===== src/rtl/serial_adder.sv =====
// serial_adder: bit-serial adder/subtractor built from one full-adder cell
// and a carry flop. Operands are added LSB-first, one bit per clock.
//
// Ports:
//   clk          rising-edge clock
//   reset        synchronous, active-high
//   start_valid  request to start an operation with the current a/b/cin/sub
//   start_ready  request can be accepted (IDLE only)
//   a, b         WIDTH-bit operands, sampled on the accept edge
//   cin          carry-in for add mode (ignored when sub=1)
//   sub          0: a+b+cin, 1: a-b
//   sum          registered result, held until the next result is written
//   cout         carry out of the MSB (sub mode: 1 = no borrow)
//   overflow     two's-complement overflow of the result
//   busy         operation in flight (RUN or DONE)
//   done         one-cycle pulse when sum/cout/overflow have just been updated

`default_nettype none

module serial_adder #(
    parameter int unsigned WIDTH = 8
) (
    input  logic             clk,
    input  logic             reset,
    input  logic             start_valid,
    output logic             start_ready,
    input  logic [WIDTH-1:0] a,
    input  logic [WIDTH-1:0] b,
    input  logic             cin,
    input  logic             sub,
    output logic [WIDTH-1:0] sum,
    output logic             cout,
    output logic             overflow,
    output logic             busy,
    output logic             done
);

    localparam int unsigned CNT_W = (WIDTH > 2) ? $clog2(WIDTH) : 1;
    localparam logic [CNT_W-1:0] LAST_BIT = CNT_W'(WIDTH - 1);
    localparam logic [CNT_W-1:0] MSB_M1   = CNT_W'(WIDTH - 2);

    typedef enum logic [1:0] {
        IDLE = 2'd0,
        RUN  = 2'd1,
        DONE = 2'd2
    } state_t;

    state_t state_q;
    state_t state_d;

    logic [WIDTH-1:0] opa_q;
    logic [WIDTH-1:0] opb_q;
    logic [WIDTH-1:0] res_q;
    logic [CNT_W-1:0] cnt_q;
    logic             carry_q;
    logic             msb_cin_q;

    logic accept_c;
    logic last_bit_c;
    logic bit_s_c;
    logic carry_nxt_c;

    // Single full-adder cell working on the current LSBs.
    always_comb begin
        bit_s_c     = opa_q[0] ^ opb_q[0] ^ carry_q;
        carry_nxt_c = (opa_q[0] & opb_q[0]) | (opa_q[0] & carry_q) | (opb_q[0] & carry_q);
    end

    // Next-state logic and the strobes that steer the datapath.
    always_comb begin
        state_d    = state_q;
        accept_c   = 1'b0;
        last_bit_c = 1'b0;
        case (state_q)
            IDLE: begin
                if (start_valid) begin
                    accept_c = 1'b1;
                    state_d  = RUN;
                end
            end
            RUN: begin
                if (cnt_q == LAST_BIT) begin
                    last_bit_c = 1'b1;
                    state_d    = DONE;
                end
            end
            DONE: begin
                state_d = IDLE;
            end
            default: begin
                state_d = IDLE;
            end
        endcase
    end

    // State register.
    always_ff @(posedge clk) begin
        if (reset) begin
            state_q <= IDLE;
        end else begin
            state_q <= state_d;
        end
    end

    // Status flags are registered copies of the state, so start_ready and
    // busy never depend combinationally on start_valid.
    always_ff @(posedge clk) begin
        if (reset) begin
            start_ready <= 1'b1;
            busy        <= 1'b0;
            done        <= 1'b0;
        end else begin
            start_ready <= (state_d == IDLE);
            busy        <= (state_d != IDLE);
            done        <= (state_d == DONE);
        end
    end

    // Operand shifters, carry flop, bit counter and result shifter.
    always_ff @(posedge clk) begin
        if (reset) begin
            opa_q     <= '0;
            opb_q     <= '0;
            res_q     <= '0;
            cnt_q     <= '0;
            carry_q   <= 1'b0;
            msb_cin_q <= 1'b0;
        end else if (accept_c) begin
            // Subtract is a + ~b + 1: invert b once and seed the carry.
            opa_q   <= a;
            opb_q   <= sub ? ~b : b;
            carry_q <= sub ? 1'b1 : cin;
            cnt_q   <= '0;
        end else if (state_q == RUN) begin
            opa_q   <= {1'b0, opa_q[WIDTH-1:1]};
            opb_q   <= {1'b0, opb_q[WIDTH-1:1]};
            res_q   <= {bit_s_c, res_q[WIDTH-1:1]};
            carry_q <= carry_nxt_c;
            cnt_q   <= cnt_q + CNT_W'(1);
            // Carry out of bit WIDTH-2 is the carry into the MSB.
            if (cnt_q == MSB_M1) begin
                msb_cin_q <= carry_nxt_c;
            end
        end
    end

    // Visible results update only once the last bit has been processed.
    always_ff @(posedge clk) begin
        if (reset) begin
            sum      <= '0;
            cout     <= 1'b0;
            overflow <= 1'b0;
        end else if (last_bit_c) begin
            sum      <= {bit_s_c, res_q[WIDTH-1:1]};
            cout     <= carry_nxt_c;
            overflow <= msb_cin_q ^ carry_nxt_c;
        end
    end

endmodule

`default_nettype wire


===== config.mk =====
export PLATFORM = sky130hd
export DESIGN_NAME = serial_adder
export DESIGN_NICKNAME = d
export VERILOG_FILES = /design/src/rtl/serial_adder.sv
export SDC_FILE = /design/constraint.sdc
export NUM_CORES = 1
export LEC_CHECK = 0
export BUFFER_PORTS_ARGS = -buffer_cell sky130_fd_sc_hd__buf_2
export CAP_MARGIN = 20
export CORE_ASPECT_RATIO = 0.75
export CORE_UTILIZATION = 42
export CTS_CLUSTER_DIAMETER = 50
export CTS_CLUSTER_SIZE = 40
export DETAILED_ROUTE_END_ITERATION = 6
export PLACE_DENSITY_LB_ADDON = 0.1
export SYNTH_ARGS = -nofsm -noshare
export SYNTH_HDL_FRONTEND = slang
export SYNTH_SLANG_ARGS = --single-unit

===== constraint.sdc =====
create_clock -name clk -period 3.9 [get_ports clk]
set_input_delay 0.39 -clock clk [delete_from_list [all_inputs] [get_ports clk]]
set_output_delay 0.39 -clock clk [all_outputs]
set_load 0.02 [all_outputs]

### After elaboration in Yosys (flattened, before gate mapping)

Index checks and enable logic that the tools add are counted.

| cells by class | value |
|---|---|
| bitwise logic cells | 10 |
| muxes and demuxes | 15 |
| equality and inequality tests | 4 |
| $add $sub $neg | 1 |
| reductions and logical operators | 7 |

Operators by type and width:

| operator | count |
|---|---|
| 2-to-1 mux 8 bit | 5 |
| NOT 8 bit | 1 |
| 2-to-1 mux 1 bit | 7 |
| equality test 3 bit, second input constant | 2 |
| logical NOT 2 bit | 2 |
| 2-to-1 mux 2 bit | 2 |
| case mux 2 bit (2 select lines) | 1 |
| nonzero test 2 bit | 2 |
| adder 3 x 1 -> 3 bit, second input constant | 1 |
| AND 1 bit | 3 |
| AND reduction 3 bit | 1 |
| XOR 1 bit | 3 |
| equality test 2 x 1 -> 1 bit, second input constant | 1 |
| equality test 2 bit, second input constant | 1 |
| OR 1 bit | 2 |
| AND reduction 2 bit | 1 |
| OR reduction 2 bit | 1 |
| NOT 1 bit | 1 |

| word-level totals | value |
|---|---|
| output and inout bits | 13 |
| input port bits | 21 |
| flip-flop bits (word level) | 44 |
| word-level logic and storage cells | 50 |

### Logic depth before layout (Yosys ltp)

| depth | value |
|---|---|
| word-level depth | 5 |
| mapped depth | 6 |
| depth with buffers taken out | 5 |

### Worst setup path after synthesis

No wires, ideal clock.

| timing | value |
|---|---|
| path type | input to register |
| start | input sub |
| end | register carry_q |
| path buffers | 1 |
| data required time | 3.781 ns |
| arrival | 1.270 ns |
| stages on the path | 4 |
| slack | 2.511 ns |
| setup time | 0.119 ns |
| cells stage by stage | buf_2 or4b_1 a21oi_1 nor3_1 |

| between the ends | value |
|---|---|
| word-level cells in the longest chain between the ends | 2 |

Ends and longest elaborated chain:

| item | line | RTL |
|---|---|---|
| start: declaration | 30 | `input logic sub,` |
| 2-to-1 mux 1 bit | 132 | `carry_q <= sub ? 1'b1 : cin;` |
| 2-to-1 mux 1 bit | 128 | `end else if (accept_c) begin` |
| end signal: assignment | 132 |  |
| end signal: assignment | 138 | `carry_q <= carry_nxt_c;` |
| end: declaration | 55 | `logic carry_q;` |

Every way passes these cells.
A chain may end at the register's enable or synchronous reset.

### Final worst setup path

| timing | value |
|---|---|
| start | register state_q[0] |
| end | register opa_q[0] |

| between the ends | value |
|---|---|
| word-level cells in the longest chain between the ends | 3 |
| elaborated cells on any way between the ends | 5 |
| those cells by class | eq/ne (1); mux (2); reduce/logical (2) |

Ends and longest elaborated chain:

| item | line | RTL |
|---|---|---|
| start: declaration | 48 | `state_t state_q;` |
| start signal: assignment | 101 | `state_q <= state_d;` |
| logical NOT 2 bit | 74 | `case (state_q)` |
| 2-to-1 mux 1 bit | 74 |  |
| 2-to-1 mux 8 bit / nonzero test 2 bit (equally long branches) | n/a |  |
| end signal: assignment | 135 | `opa_q <= {1'b0, opa_q[WIDTH-1:1]};` |
| end: declaration | 51 | `logic [WIDTH-1:0] opa_q;` |

Several ways; a longest one is shown, not always the timed one.

==> run metrics <==
GR met1 Demand/Resource=20.69%; grt met2 use=25.06%; clk buf depth=2; Post-Syn Nets=221; initial DRC count=51; Initial Utilization=44.42%; Mapped Cells=196; largest area contributor in the netlist=dfxtp_1; xor/xnor share of the synthesized area=4.775%; minimum clock period=1.972 ns; Die Height=59.23 µm; DR DRC count=0; Setup crit end kind=register; CP required=4.04 ns; fin area=0.002088 mm²; nature of the critical path startpoint=register; Post-Syn Area per Cell=9.358 µm²; final setup margin=1.928 ns; met3 usage=4.769%; final std cells w/o fill=278; period utilisation layout=50.57%; Routed WL=3399 µm; Fin Clk Skew=0.005559 ns; WS Path Type=register to register; mux share of post-synthesis cell area=8.186%; Peak supply drop=0.0001801 V; core area=0.004129 mm²; Setup Buffers After CTS=0; register clock-pin slew on the reported worst setup and hold paths=0.08 ns; die area=0.004638 mm²; CTS Sinks=43; Inserted Diodes=0; register area share after synthesis=46.93%; max_cap viols=0; Post-Synth Simple-Gate Area=16.92%; global-route wire length before repair=5554 µm; CTS buffer count=5; final setup TNS=0 ns; Post-Synth Adder-Cell Area=3.138%; Post-Route Utilization=50.58%; RSZ-0062 raised after global routing=false; final hold vios=0; largest net degree at the start of global routing=43; GPL Wtd Cong=0.7333; CTS hold repair buffers=0; PortBufs=33; multi-input logic area=887.1 µm²; grt ovf=0; initial antenna violation count=0; largest family of logic cells by synthesized area=simple AND/OR/NAND/NOR gates; io pins=34; DRT Pass-1 Iters=4; H-Tree Depth=2; Tot Pwr=0.8554 mW; Synth top area share=46.93%; Syn. warnings=0; root buf cell=clkbuf_8; Top Usage Layer GRT=met2; post-DP HPWL=2332 µm; pre-CTS WS=1.839 ns; status=completed; sequential cell area=860.8 µm²; PostCTS Resize Cnt=0; Cell variety after synth=32; filler instances=392; relative slew slack=41.78%; Syn Std Cell Area=0.001834 mm²; antenna-violating nets left=0; actual slew at the worst max-slew pin=0.8696 ns; Synth area leaders=dfxtp_1, mux2i_1, nand2_1; Hold/Removal Path Class=input pin to register; global-route usage over all layers=15.81%; power per cell area=409.6 mW/mm²; Peak Freq=0.5070 GHz; DR vias=1369; Hold WS=0.3409 ns; DP Area=0.002001 mm²; Synth Area in Compound Gates=15.35%; static leakage=0.8360 nW; clk_lat worst skew=0.29 ns; layout cells sized above 1=22.87%; CP arrival=2.12 ns; Die X-Extent=78.31 µm; vias in the first global route=1224; fin nets=248; placed cell count=271; row count=20; CTS tree=yes; Routed wire per std cell=12.23 µm; Yosys reg bits=43; Crit Path Max Fanout=11; Finish-stage setup viols=0; Slew Viols, Final=0; Area Growth Syn to Fin=13.85%; DR vias/cell=4.924
[layer usage]
layer | wire [µm] | vias to the layer above
met4 | 29 | 0
met3 | 147 | 4
li1 | - | 716
met2 | 1522 | 25
met5 | 0 | -
met1 | 1699 | 624
[path summary, 6_finish.rpt]
path / from / end / slack (ns) / cells past startpoint
setup / recovery: state_q[0] / opa_q[0] / 1.93 / 4
hold / removal: a[7] / opa_q[7] / 0.34 / 3
setup reg to reg: state_q[0] / opa_q[0] / 1.93 / 4
hold reg to reg: sum[6] / sum[6] / 0.45 / 2
[cell type report]
class	count	share of cell area (%)
tap	55	3.295
inverter	3	0.5392
sequential	43	41.22
timing repair buffer	34	8.268
multi-input combinational	136	42.48
clock buffer	6	3.954
clock inverter	1	0.2397
[flip-flops by register name (all words and copies together) (netlist names)]
register / flops
opa_q: 8
opb_q: 8
sum: 8
res_q: 7
cnt_q: 3
state_q: 2
busy: 1
carry_q: 1
cout: 1
done: 1
msb_cin_q: 1
overflow: 1
start_ready: 1
[placed cells by master, fill, tap and decap left out, drive strengths merged]
cell type  synthesis  final
or4b               1      1
nor3b              1      1
a22oi              2      2
xor2               8      8
clkinv             0      1
nor2              15     15
a211oi             8      8
o21ba              1      1
xnor2              2      2
a21oi             19     19
o22ai              7      7
nand2b            10     10
nand3b             1      1
a2111oi            1      1
nand4              1      1
o21bai             1      1
inv                3      3
nand2             33     33
o21ai              1      1
and3b              1      1
fa                 1      1
nor3               3      3
buf               10     34
ha                 3      3
dfxtp             43     43
and2b              1      1
clkbuf             4      6
mux2i             15     15
[logic make-up (layout without fill, tap and decap cells)]
group	count (synthesis)	after routing
buf+inv	17	44
mux	15	15
xor+xnor	10	10
flops	43	43
fa+ha+maj	4	4
simple gates	67	67
compound gates	40	40
[Yosys cell counts]
library cell  instances
and2b_1               1
nand4_1               1
nand2_1              33
buf_2                 6
o21ba_2               1
xnor2_1               2
buf_6                 1
dfxtp_1              43
a21oi_1              19
xor2_1                8
a22oi_1               2
fa_1                  1
nor3_1                3
nand2b_1             10
o21ai_0               1
buf_1                 1
buf_4                 2
ha_1                  3
mux2i_1              15
nor3b_2               1
inv_2                 1
nand3b_1              1
a211oi_2              7
nor2_1               15
a211oi_1              1
or4b_1                1
and3b_1               1
clkbuf_1              4
o22ai_1               7
inv_1                 2
o21bai_1              1
a2111oi_1             1
[critical path, cell delays in order, from the launching register on]
cell and delay, ns:
dfxtp_1 0.39, nor3b_2 0.76, buf_4 0.35, mux2i_1 0.25
a211oi_2 0.09
[power breakdown]
group	switching [mW]	internal (mW)	total (mW)	leakage (nW)
Clock	0.142	0.139	0.281	0.0470
Sequential	0.0121	0.458	0.471	0.351
Combinational	0.0585	0.0457	0.104	0.438
(Power assumes the default switching activity.)
